### config.mk
export PLATFORM = sky130hd
export DESIGN_NAME = retire_scheduler
export DESIGN_NICKNAME = d
export VERILOG_FILES = /design/src/rtl/retire_pkg.sv /design/src/rtl/retire_pair_select.sv /design/src/rtl/retire_scheduler.sv
export SDC_FILE = /design/constraint.sdc
export NUM_CORES = 1
export LEC_CHECK = 0
export BUFFER_PORTS_ARGS = -buffer_cell sky130_fd_sc_hd__clkbuf_2
export CAP_MARGIN = 20
export CORE_ASPECT_RATIO = 0.6
export CORE_UTILIZATION = 30
export CTS_CLUSTER_DIAMETER = 60
export CTS_CLUSTER_SIZE = 8
export DETAILED_ROUTE_END_ITERATION = 6
export GPL_TIMING_DRIVEN = 0
export HOLD_SLACK_MARGIN = 0.02
export MAX_ROUTING_LAYER = met4
export SYNTH_ARGS = -nofsm -noshare
export SYNTH_HDL_FRONTEND = slang
export SYNTH_SLANG_ARGS = --single-unit
### constraint.sdc
create_clock -name clk_i -period 3.9 [get_ports clk_i]
set_clock_uncertainty 0.15 [all_clocks]
set_input_delay 0.39 -clock clk_i [delete_from_list [all_inputs] [get_ports clk_i]]
set_output_delay 0.39 -clock clk_i [all_outputs]
set_load 0.05 [all_outputs]
### src/rtl/retire_pkg.sv
// Shared types and helpers for the in-order retirement scheduler.
package retire_pkg;

    localparam int DEFAULT_DEPTH = 8;

    typedef logic [$clog2(DEFAULT_DEPTH)-1:0] rob_tag_t;

    typedef struct packed {
        logic valid;
        logic done;
    } rob_entry_t;

    // Advance a ring pointer by n (0..2); depth is a power of two, so the modulo is a mask.
    function automatic logic [31:0] tag_inc(input logic [31:0] tag, input logic [1:0] n,
                                            input logic [31:0] depth);
        tag_inc = (tag + {30'd0, n}) % depth;
    endfunction

endpackage

### src/rtl/retire_pair_select.sv
// Commit decision for the two oldest entries; slot 1 may only retire behind slot 0.
module retire_pair_select
    import retire_pkg::*;
(
    input  rob_entry_t i_entry0,
    input  rob_entry_t i_entry1,
    output logic       o_commit0,
    output logic       o_commit1
);

    // Head retires when complete; head+1 only rides along with it.
    always_comb begin
        o_commit0 = i_entry0.valid & i_entry0.done;
        o_commit1 = o_commit0 & i_entry1.valid & i_entry1.done;
    end

endmodule

### src/rtl/retire_scheduler.sv
// Dual-issue in-order retirement scheduler: tag allocation, completion tracking,
// and up to two in-order commits per cycle from a circular buffer.
module retire_scheduler
    import retire_pkg::*;
#(
    parameter  int DEPTH = DEFAULT_DEPTH,
    localparam int TAG_W = $clog2(DEPTH)
) (
    input  logic             clk_i,
    input  logic             rst_i,
    input  logic             alloc0_i,
    input  logic             alloc1_i,
    output logic             alloc_ready_o,
    output logic [TAG_W-1:0] alloc_tag0_o,
    output logic [TAG_W-1:0] alloc_tag1_o,
    input  logic             done0_i,
    input  logic [TAG_W-1:0] done0_tag_i,
    input  logic             done1_i,
    input  logic [TAG_W-1:0] done1_tag_i,
    input  logic             flush_i,
    output logic             commit0_o,
    output logic             commit1_o,
    output logic [TAG_W-1:0] commit_tag0_o,
    output logic [TAG_W-1:0] commit_tag1_o,
    output logic [TAG_W:0]   count_o
);

    rob_entry_t       r_entry [DEPTH];
    rob_entry_t       w_entry_nxt [DEPTH];
    logic [TAG_W-1:0] r_head;
    logic [TAG_W-1:0] r_tail;
    logic [TAG_W:0]   r_count;

    logic [TAG_W-1:0] w_head1;
    logic [TAG_W-1:0] w_tail1;
    logic [TAG_W-1:0] w_head_nxt;
    logic [TAG_W-1:0] w_tail_nxt;
    logic [TAG_W:0]   w_count_nxt;
    logic             w_ready;
    logic             w_acc0;
    logic             w_acc1;
    logic             w_sel0;
    logic             w_sel1;
    logic [1:0]       w_n_alloc;
    logic [1:0]       w_n_commit;

    retire_pair_select u_pair_select (
        .i_entry0  (r_entry[r_head]),
        .i_entry1  (r_entry[w_head1]),
        .o_commit0 (w_sel0),
        .o_commit1 (w_sel1)
    );

    // Space check uses registered occupancy only, so same-cycle commits never free room.
    always_comb begin
        w_head1    = TAG_W'(tag_inc(32'(r_head), 2'd1, 32'(DEPTH)));
        w_tail1    = TAG_W'(tag_inc(32'(r_tail), 2'd1, 32'(DEPTH)));
        w_ready    = (r_count <= (TAG_W+1)'(DEPTH - 2));
        w_acc0     = alloc0_i & w_ready;
        w_acc1     = alloc0_i & alloc1_i & w_ready;
        w_n_alloc  = w_acc1 ? 2'd2 : (w_acc0 ? 2'd1 : 2'd0);
        w_n_commit = w_sel1 ? 2'd2 : (w_sel0 ? 2'd1 : 2'd0);
        w_head_nxt = TAG_W'(tag_inc(32'(r_head), w_n_commit, 32'(DEPTH)));
        w_tail_nxt = TAG_W'(tag_inc(32'(r_tail), w_n_alloc, 32'(DEPTH)));
        w_count_nxt = r_count + (TAG_W+1)'(w_n_alloc) - (TAG_W+1)'(w_n_commit);
    end

    // Per-entry next state. Allocated slots are always free and committing slots always
    // valid, so set and clear never target the same entry in one cycle.
    always_comb begin
        for (int i = 0; i < DEPTH; i++) begin
            if ((w_acc0 && (r_tail == TAG_W'(i))) || (w_acc1 && (w_tail1 == TAG_W'(i)))) begin
                w_entry_nxt[i].valid = 1'b1;
                w_entry_nxt[i].done  = 1'b0;
            end else if ((w_sel0 && (r_head == TAG_W'(i))) ||
                         (w_sel1 && (w_head1 == TAG_W'(i)))) begin
                w_entry_nxt[i].valid = 1'b0;
                w_entry_nxt[i].done  = 1'b0;
            end else begin
                w_entry_nxt[i].valid = r_entry[i].valid;
                w_entry_nxt[i].done  = r_entry[i].done |
                                       (r_entry[i].valid &
                                        ((done0_i & (done0_tag_i == TAG_W'(i))) |
                                         (done1_i & (done1_tag_i == TAG_W'(i)))));
            end
        end
    end

    // State registers; flush returns everything to the reset image.
    always_ff @(posedge clk_i) begin
        if (rst_i || flush_i) begin
            for (int i = 0; i < DEPTH; i++) begin
                r_entry[i] <= '0;
            end
            r_head  <= '0;
            r_tail  <= '0;
            r_count <= '0;
        end else begin
            for (int i = 0; i < DEPTH; i++) begin
                r_entry[i] <= w_entry_nxt[i];
            end
            r_head  <= w_head_nxt;
            r_tail  <= w_tail_nxt;
            r_count <= w_count_nxt;
        end
    end

    // Output view of registered state; commits are suppressed during a flush.
    always_comb begin
        alloc_ready_o = w_ready;
        alloc_tag0_o  = r_tail;
        alloc_tag1_o  = alloc0_i ? w_tail1 : r_tail;
        commit0_o     = w_sel0 & ~flush_i;
        commit1_o     = w_sel1 & ~flush_i;
        commit_tag0_o = r_head;
        commit_tag1_o = w_head1;
        count_o       = r_count;
    end

endmodule
==> flow_metrics.py <==
metrics = {
    "floorplan": {
        "die_w_um": 103.4,
        "ioPinCount": 32,
        "initial_core_util_pct": 32.18,
        "dieHeight_um": 62.86,
        "fp-row-count": 21,
        "core_mm2": 0.005754,
        "die_area_mm2": 0.006501,
    },
    "setup_path": {
        "r2r_start": "commit_tag0_o[0]",
        "r2r-end": "count_o[3]",
        "worst_setup_path_start_kind": "register",
        "crit_path_end_kind": "register",
        "cp.arrival_ps": 3600,
        "path_max_fanout": 11,
        "criticalPathCategory": "register to register",
        "r2r_cells": 13,
        "crit_start": "commit_tag0_o[0]",
        "r2r_slack_ps": 300,
        "cp.required_ps": 3900,
    },
    "sta": {
        "setup_tns_ps": 0,
        "worst_pin_slew_ps": 569.8,
        "timing.final.crit_share_pct": 92.35,
        "setup_violations": 0,
        "post-route-min-period_ps": 3602,
        "hold_viol": 0,
        "drv_slew": 0,
        "rsz0062_at_grt": "false",
        "slew_headroom_pct": 62.01,
        "fmax_ghz": 0.2777,
    },
    "min_path": {
        "holdPathStages": 2,
        "hp-class": "register to register",
        "whs_endpoint": "r_entry[3][1]",
        "min-delay-start": "r_entry[3][1]",
    },
    "detailed_routing": {
        "dr.pass1.iters": 4,
        "drc": 0,
        "routed_wl_um": 4864,
        "vias": 1650,
        "vias_per_cell": 5.093,
        "postRouteAntennaNets": 0,
        "wl_per_cell_um": 15.01,
        "drt-initial-drc-count": 140,
    },
    "global_route": {
        "grt_pass1_wl_um": 7569,
        "use_met2_pct": 19.45,
        "met1_usage_pct": 24.86,
        "grtUsageTotal_pct": 16.29,
        "grt_use_met3_pct": 5.928,
        "grt_busiest_layer": "met1",
        "grt-ovfl-total": 0,
        "antenna_found_initial": 0,
        "grt_pass1_vias": 1454,
        "grt_max_degree": 16,
    },
    "clock_tree": {
        "cts_tree": "done",
        "hold_buffers": 0,
        "worstSkewPairLatency_ps": 280,
        "clk_pin_slew_ps": 90,
        "post_cts_resized": 0,
        "root_buffer": "clkbuf_8",
        "ctsLongestPathBuffers": 2,
        "clock_sink_count": 26,
        "post-cts-setup-buffers": 0,
        "numCtsBuffers": 3,
        "htreeDepth": 1,
    },
    "finish": {
        "final-instance-count-excl-fill": 324,
        "layout_commonest_cell": "clkbuf_2",
        "diodes": 0,
        "areaGrowthSynthToFinish_pct": 18.58,
        "fillCellCount": 590,
        "drive_gt1_share_pct": 20.08,
        "final_nets": 283,
        "layout_common_cells": "clkbuf_2, dfxtp_1, nand2_1",
    },
    "power_and_ir_drop": {
        "p_clk_share_pct": 35.3,
        "peakVddDrop_v": 0.0001682,
        "seqPwrFrac_pct": 43.8,
        "power_density_mw_per_mm2": 291.4,
        "swShare_pct": 29.07,
        "p_int_w": 0.0004538,
        "comb_power_share_pct": 20.9,
        "power_switching_w": 0.0001860,
        "leakage_nw": 0.8968,
    },
    "run_status": {
        "status": "complete, no violations",
    },
    "placement": {
        "dp_cells": 320,
        "hpwlAfterDp_um": 3854,
        "place.gp.congestion": 0.9080,
        "port_buffers": 31,
    },
    "synthesis": {
        "synth_fp_nets": 247,
        "async_reset_ff_share_pct": 0,
        "ys_warn_count": 0,
        "syn_avg_cell_area_um2": 8.860,
        "synth_top_area_share_pct": 28.11,
        "ys_seq_elements": 26,
        "yosys.area.top_type": "dfxtp_1",
        "synth.distinct_cells": 45,
        "synth_area_mm2": 0.001852,
        "yosysSeqAreaShare_pct": 28.11,
        "synth-edff-count": 0,
        "synth.area.top_cells": "dfxtp_1, ha_1, a21oi_1, nand2_1, fa_1",
        "synth_top_flop_cell": "dfxtp_1",
        "synth_cells": 209,
    },
    "flow_run": {
        "maxCapViolCount": 0,
    },
}
## sequential cells by signal (all words and copies together), names as in the netlist
register and count:
r_entry 16, commit_tag0_o 3, alloc_tag0_o 3, count_o 4
## routing by layer
layer  wire length, um  vias up
met5                 0        -
met4                41        0
met3               541        4
met2              1729       59
met1              2551      759
li1                  -      828
## logic make-up (layout without fill, tap and decap cells)
group | count (synthesis) | after routing | synth area share, %
simple gates | 72 | 72 | 20.07
flops | 26 | 26 | 28.11
buf+inv | 22 | 57 | 4.460
mux | 6 | 6 | 6.216
compound gates | 53 | 53 | 20.27
xor+xnor | 5 | 5 | 2.365
fa+ha+maj | 25 | 25 | 18.51
## through the flow
stage | setup slack, ps | area (um2) | hold slack, ps | power, W | util (%)
2_1_floorplan | 19.74 | 1869 | 304.0 | 0.0003806 | -
3_3_place_gp | 330.8 | 2125 | 329.8 | 0.0004170 | 36.92
3_5_place_dp | 323.1 | 2125 | 331.0 | 0.0004195 | 36.92
4_1_cts | 291.6 | 2196 | 347.4 | 0.0006451 | 38.16
5_1_grt | 50.15 | 2196 | 360.4 | 0.0006706 | 38.16
6_report | 298.5 | 2196 | 345.7 | 0.0006398 | 38.16
## critical path: stages, from the launching register on
cell and delay [ps]:
dfxtp_2 470, inv_1 190, ha_4 340, mux4_1 330, nor2_2 240, nor2_1 100, nor2_1 270, fa_1 530
inv_1 90, ha_1 230, a21o_1 180, a21oi_1 170, xor2_1 160, nor2_1 50
## power groups by stage
stage / clock, W / combinational, W / sequential [W]
3_5_place_dp: 0 / 0.000133 / 0.000286
5_1_grt: 0.000242 / 0.000147 / 0.000282
6_report: 0.000226 / 0.000134 / 0.000280
3_3_place_gp: 0 / 0.000131 / 0.000286
2_1_floorplan: 0 / 0.0000785 / 0.000302
4_1_cts: 0.000231 / 0.000134 / 0.000280
## final cells by class
class	instances	area (um2)	share of cell area, %
timing repair buffer	31	155.1	7.066
tap	80	100.1	4.558
buffer	3	11.26	0.5128
multi-input combinational	161	1265	57.61
inverter	19	71.32	3.248
sequential	26	521.8	23.76
clock buffer	3	41.29	1.880
clock inverter	1	30.03	1.368
## how the worst max path moves through the flow
stage	cells after the start	to	slack, ps
final	13	count_o[3]	300
after global placement	13	count_o[3]	330
after global routing	13	count_o[3]	50
after detailed placement	13	count_o[3]	320
after CTS	13	count_o[3]	290
after floorplan	14	count_o[3]	20
## synthesized netlist by cell type (3+ instances only)
master	count
a21oi_1	18
a31oi_1	4
a32o_1	6
and2_1	7
clkbuf_1	3
dfxtp_1	26
fa_1	4
ha_1	21
inv_1	17
nand2_1	22
nand2b_1	7
nor2_1	17
o21ai_0	3
o22ai_1	6
o2bb2ai_1	3
xor2_1	3
Note: power is estimated with default switching activity, not from simulation.
